`config.mk`:
```
export PLATFORM = sky130hd
export DESIGN_NAME = fir_coef_bank_flat
export DESIGN_NICKNAME = d
export VERILOG_FILES = /design/src/rtl/fir_coef_bank_if.sv /design/src/rtl/fir_coef_bank.sv /design/src/flat_wrapper.sv
export SDC_FILE = /design/constraint.sdc
export NUM_CORES = 2
export LEC_CHECK = 0
export ABC_AREA = 1
export BUFFER_PORTS_ARGS = -buffer_cell sky130_fd_sc_hd__buf_2
export CAP_MARGIN = 5
export CORE_AREA = 2 2 432 434
export CTS_BUF_LIST = sky130_fd_sc_hd__clkbuf_16
export DETAILED_ROUTE_END_ITERATION = 12
export DIE_AREA = 0 0 434 436
export PLACE_DENSITY = 0.68
export SYNTH_ARGS = -nofsm -noshare
export SYNTH_HDL_FRONTEND = slang
export SYNTH_SLANG_ARGS = --single-unit
```
`constraint.sdc`:
```
create_clock -name clk -period 4.3 [get_ports clk]
set_clock_uncertainty 0.1 [all_clocks]
set_input_delay 1.29 -clock clk [delete_from_list [all_inputs] [get_ports clk]]
set_output_delay 1.29 -clock clk [all_outputs]
set_load 0.05 [all_outputs]
```
`src/rtl/fir_coef_bank_if.sv`:
```
// Bus-side port bundle of the FIR coefficient bank: strobes, address, data and
// the registered read/error responses.
interface fir_coef_bank_if #(
  parameter int unsigned WIDTH = 32,
  parameter int unsigned AW    = 5
);
  logic             i_wr_en;
  logic             i_rd_en;
  logic [AW-1:0]    i_addr;
  logic [WIDTH-1:0] i_write_data;
  logic [WIDTH-1:0] o_read_data;
  logic             o_rd_valid;
  logic             o_wr_err;

  modport master (
    output i_wr_en, i_rd_en, i_addr, i_write_data,
    input  o_read_data, o_rd_valid, o_wr_err
  );

  modport slave (
    input  i_wr_en, i_rd_en, i_addr, i_write_data,
    output o_read_data, o_rd_valid, o_wr_err
  );
endinterface

```
`src/rtl/fir_coef_bank.sv`:
```
// Double-buffered multi-channel FIR coefficient store: the bus edits a shadow bank,
// and a committed shadow set is copied atomically into the active bank on a sample tick.
module fir_coef_bank #(
  parameter int unsigned WIDTH    = 32,
  parameter int unsigned TAPS     = 16,
  parameter int unsigned CHANNELS = 2
) (
  input  logic             clk,
  input  logic             arst_n,
  fir_coef_bank_if.slave   bus,
  input  logic             i_bypass,
  input  logic             i_commit,
  input  logic             i_sample_tick,
  output logic             o_pending,
  output logic             o_swapped,
  output logic [WIDTH-1:0] o_coef [CHANNELS][TAPS]
);

  localparam int unsigned NWords = CHANNELS * TAPS;
  localparam int unsigned AW     = $clog2(NWords);

  typedef enum logic [0:0] {StIdle, StPending} state_e;

  state_e           state_q, state_d;
  logic             swap_en;
  logic             wr_ok;
  logic             in_range;
  logic [AW-1:0]    addr;
  logic [WIDTH-1:0] shadow_q [NWords];
  logic [WIDTH-1:0] active_q [NWords];

  assign addr = bus.i_addr;

  // With a power-of-two word count every encodable address is legal.
  if (NWords == (2 ** AW)) begin : g_full_range
    assign in_range = 1'b1;
  end else begin : g_part_range
    assign in_range = (addr < AW'(NWords));
  end

  // Writes are frozen while a swap is armed so the committed set cannot change.
  assign wr_ok = bus.i_wr_en & (state_q == StIdle) & in_range;

  always_comb begin
    state_d = state_q;
    swap_en = 1'b0;
    case (state_q)
      StIdle: begin
        if (i_commit) state_d = StPending;
      end
      StPending: begin
        if (i_sample_tick) begin
          state_d = StIdle;
          swap_en = 1'b1;
        end
      end
      default: state_d = StIdle;
    endcase
  end

  always_ff @(posedge clk or negedge arst_n) begin
    if (!arst_n) begin
      state_q         <= StIdle;
      o_swapped       <= 1'b0;
      bus.o_wr_err    <= 1'b0;
      bus.o_rd_valid  <= 1'b0;
      bus.o_read_data <= '0;
    end else begin
      state_q        <= state_d;
      o_swapped      <= swap_en;
      bus.o_wr_err   <= bus.i_wr_en & ~wr_ok;
      bus.o_rd_valid <= bus.i_rd_en;
      // Reads sample the pre-edge shadow, so a same-cycle write is not visible.
      if (bus.i_rd_en) begin
        bus.o_read_data <= in_range ? shadow_q[addr] : '0;
      end
    end
  end

  always_ff @(posedge clk or negedge arst_n) begin
    if (!arst_n) begin
      for (int i = 0; i < NWords; i++) shadow_q[i] <= '0;
    end else if (wr_ok) begin
      shadow_q[addr] <= bus.i_write_data;
    end
  end

  // Swap and bypass write never coincide: swaps happen only while writes are frozen.
  always_ff @(posedge clk or negedge arst_n) begin
    if (!arst_n) begin
      for (int i = 0; i < NWords; i++) active_q[i] <= '0;
    end else if (swap_en) begin
      for (int i = 0; i < NWords; i++) active_q[i] <= shadow_q[i];
    end else if (wr_ok && i_bypass) begin
      active_q[addr] <= bus.i_write_data;
    end
  end

  assign o_pending = (state_q == StPending);

  for (genvar c = 0; c < CHANNELS; c++) begin : g_ch
    for (genvar t = 0; t < TAPS; t++) begin : g_tap
      assign o_coef[c][t] = active_q[c*TAPS + t];
    end
  end

endmodule
```
`src/flat_wrapper.sv`:
```
// flat-port wrapper written by rule: the top's interface ports become plain ports
module fir_coef_bank_flat 
#(
  parameter int unsigned WIDTH    = 32,
  parameter int unsigned TAPS     = 16,
  parameter int unsigned CHANNELS = 2
)
  (clk, arst_n, i_bypass, i_commit, i_sample_tick, o_pending, o_swapped, o_coef, bus_i_wr_en, bus_i_rd_en, bus_i_addr, bus_i_write_data, bus_o_read_data, bus_o_rd_valid, bus_o_wr_err);
  fir_coef_bank_if #(.WIDTH(WIDTH)) bus_i ();
  input  logic clk;
  input  logic arst_n;
  input  logic i_bypass;
  input  logic i_commit;
  input  logic i_sample_tick;
  output logic o_pending;
  output logic o_swapped;
  output logic [WIDTH-1:0] o_coef[CHANNELS][TAPS];
  input wire logic [$bits(bus_i.i_wr_en)-1:0] bus_i_wr_en;
  input wire logic [$bits(bus_i.i_rd_en)-1:0] bus_i_rd_en;
  input wire logic [$bits(bus_i.i_addr)-1:0] bus_i_addr;
  input wire logic [$bits(bus_i.i_write_data)-1:0] bus_i_write_data;
  output wire logic [$bits(bus_i.o_read_data)-1:0] bus_o_read_data;
  output wire logic [$bits(bus_i.o_rd_valid)-1:0] bus_o_rd_valid;
  output wire logic [$bits(bus_i.o_wr_err)-1:0] bus_o_wr_err;
  assign bus_i.i_wr_en = bus_i_wr_en;
  assign bus_i.i_rd_en = bus_i_rd_en;
  assign bus_i.i_addr = bus_i_addr;
  assign bus_i.i_write_data = bus_i_write_data;
  assign bus_o_read_data = bus_i.o_read_data;
  assign bus_o_rd_valid = bus_i.o_rd_valid;
  assign bus_o_wr_err = bus_i.o_wr_err;
  fir_coef_bank #(.WIDTH(WIDTH), .TAPS(TAPS), .CHANNELS(CHANNELS)) u_core (.clk(clk), .arst_n(arst_n), .bus(bus_i), .i_bypass(i_bypass), .i_commit(i_commit), .i_sample_tick(i_sample_tick), .o_pending(o_pending), .o_swapped(o_swapped), .o_coef(o_coef));
endmodule
```
==> impl_metrics.json <==
{
  "power.switching_uw": 25770,
  "comb_power_share_pct": 28.6,
  "die_h_um": 436,
  "start_kind": "flop",
  "path_clk_slew_ns": 0.06,
  "clock-sinks": 2084,
  "total_power_uw": 62680,
  "ys_seq_elements": 2084,
  "post-dp-hpwl_mm": 316.4,
  "io_buffer_count": 1103,
  "antenna_found_initial": 28,
  "holdBufCountCts": 0,
  "finalNetCount": 11905,
  "yosysSeqAreaShare_pct": 56.44,
  "crit_family": "flip-flops",
  "cp.arrival_ns": 2.04,
  "seqPwrFrac_pct": 42.2,
  "path_cells": "buf_2",
  "clock_latency_ns": 0.90,
  "area_growth_pct": 16.85,
  "clk_path_buf_depth": 3,
  "vias": 91249,
  "die_area_um2": 189200,
  "slew_headroom_pct": 16.54,
  "status": "finished clean",
  "post-route-period-util_pct": 79.84,
  "place.gp.congestion": 1.022,
  "cp.required_ns": 2.91,
  "final_cell_mix": "5,062 x nand2_1, 2,084 x dfrtp_1, 1,100 x buf_2",
  "cp_max_fo": 2,
  "cap_violations": 0,
  "netlist_instances": 11132,
  "final-setup-viol-count": 0,
  "drtIter0Drc": 14583,
  "syn_area_um2": 92390,
  "routed_wl_mm": 465.7,
  "drt_first_pass_iters": 6,
  "p_int_uw": 36910,
  "ant_nets": 0,
  "root_buffer": "clkbuf_16",
  "drive_above_1_share_pct": 15.86,
  "path_class": "flop to output pin",
  "finalHoldViolCount": 0,
  "rows": 158,
  "syn_area_per_cell_um2": 8.300,
  "grt_pass1_vias": 83788,
  "grt_first_pass_wirelength_mm": 647.8,
  "swShare_pct": 41.11,
  "post_cts_buffers": 0,
  "slowest_stage": "dfrtp_1",
  "final_common_cell": "nand2_1",
  "hp-class": "primary input to asynchronous set/reset pin",
  "via_per_inst": 6.285,
  "vdd.ir_drop.worst_mv": 0.4066,
  "rsz0062_at_grt": "no",
  "drc": 0,
  "grt_overflow_total": 0,
  "cp.buffers_inverters": 1,
  "grt_max_degree": 138,
  "core_area_um2": 184600,
  "leakagePower_uw": 0.05335,
  "period_minus_slack_ns": 3.433,
  "dpl_worst_slack_ns": 0.5314,
  "cts_tree": "built",
  "tns_ns": 0,
  "post_drt_wl_per_cell_um": 32.07,
  "yosysWarnings": 0,
  "powerDensity_nw_per_um2": 580.6,
  "syn_nets": 11176,
  "cts_buffers": 217,
  "synth_cell_types": 28,
  "maxSlewViolCount": 0,
  "ctsResizeCount": 0,
  "crit_path_end_kind": "output pin",
  "post-route-util_pct": 58.47,
  "worst_slew_pin_slew_ns": 1.252,
  "hold_slack_ns": 0.3054,
  "grt_usage_pct": 48.36,
  "max_stage_delay_ns": 0.78,
  "max_freq_ghz": 0.2913,
  "fin_ws_ns": 0.8667,
  "htreeDepth": 4,
  "pwr-share-clk_pct": 29.2,
  "io_pins": 1104,
  "fp.dieW_um": 434,
  "floorplan.initialDensity_pct": 50.04
}
==> through the flow <==
step,cell area (um2),instances
after floorplan,92390,11132
after global placement,101300,14122
after detailed placement,101300,14122
after CTS,107900,14503
after global routing,107900,14507
final,108000,14519
==> worst reg2reg max path: stages, from the launching register on <==
cell      delay, ns
dfrtp_1        0.54
nand2_4        0.17
inv_8          0.52
buf_4          0.50
nor2_1         0.10
inv_2          0.52
buf_12         0.31
o221ai_1       0.18
==> path summary, 6_finish.rpt <==
| kind | from | endpoint | slack, ns | depth (start not counted) |
|---|---|---|---|---|
| max reg2reg | u_core.o_pending | u_core.o_coef[507] | 1.21 | 7 |
| min in group clk | u_core.shadow_q[354] | u_core.shadow_q[354] | 0.39 | 2 |
| max | u_core.o_coef[38] | o_coef[38] | 0.87 | 1 |
| max in group asynchronous | arst_n | u_core.o_coef[144] | 2.50 | 2 |
| min | arst_n | u_core.o_coef[861] | 0.31 | 1 |
| min reg2reg | u_core.shadow_q[354] | u_core.shadow_q[354] | 0.39 | 2 |
==> registers in the layout, summed over array words and instances (netlist names) <==
signal	cells
u_core.o_coef	1024
u_core.shadow_q	1024
u_core.bus.o_read_data	32
u_core.bus.o_rd_valid	1
u_core.bus.o_wr_err	1
u_core.o_pending	1
u_core.o_swapped	1
==> metal layers <==
layer / routed length (um) / track usage (%) / vias to the layer above
met1: 167700 / 63.15 / 44816
met5: 107 / 0 / -
li1: - / - / 37843
met3: 61380 / 14.77 / 1450
met4: 46390 / 38.96 / 16
met2: 190000 / 66.21 / 7124
==> final cells by class <==
type	instances	area [um2]
diodes	16	40.04
clock buffers	221	5530
clock inverters	160	1095
fillers	17126	76680
inverters	302	1156
multi-input cells	7806	35600
flip-flops and latches	2084	52150
well taps	2480	3103
repair buffers	1450	9286
==> power groups by stage <==
stage | Sequential, uW | Combinational [uW] | Clock, uW
after detailed placement | 26500 | 17600 | 0
after CTS | 26200 | 17700 | 18200
after global placement | 26400 | 17400 | 0
after floorplan | 31800 | 4990 | 0
after global routing | 26600 | 18700 | 19000
final | 26500 | 17900 | 18300
==> cells by family (layout without fill, tap and decap cells) <==
logic type	Yosys count	after routing	share of synthesized area (%)
AND/OR/NAND/NOR	5592	5592	23.30
AO/OA/AOI/OAI	2214	2214	14.95
flip-flops	2084	2084	56.44
buffers and inverters	1242	2133	5.307
other	0	16	0
==> Yosys cell counts <==
master    number  area (um2)
nor2_2         3       18.77
a22oi_1        2       15.01
buf_1         22       82.58
nand4_1        3       18.77
nor2_1       181       679.4
buf_6          1       11.26
a31oi_2        2       25.02
buf_4          5       37.54
inv_1        291        1092
buf_2        172       860.8
nor2_4         3       33.78
a31oi_1       56       350.3
clkinv_1       1       3.750
nand2_2        6       37.54
nor3_4         3       48.80
o21ai_1       78       390.4
inv_2         10       37.54
o211ai_1     826        6201
clkbuf_1     740        2778
nor3_2         1       10.01
o21ai_0     1092        5465
or2_2         30       187.7
nand3_2        5       50.05
nand2_1     5088       19100
nand3_1      269        1346
a21oi_1        5       25.02
o221ai_1     153        1340
dfrtp_1     2084       52150
Power figures use the tool's default switching activity.
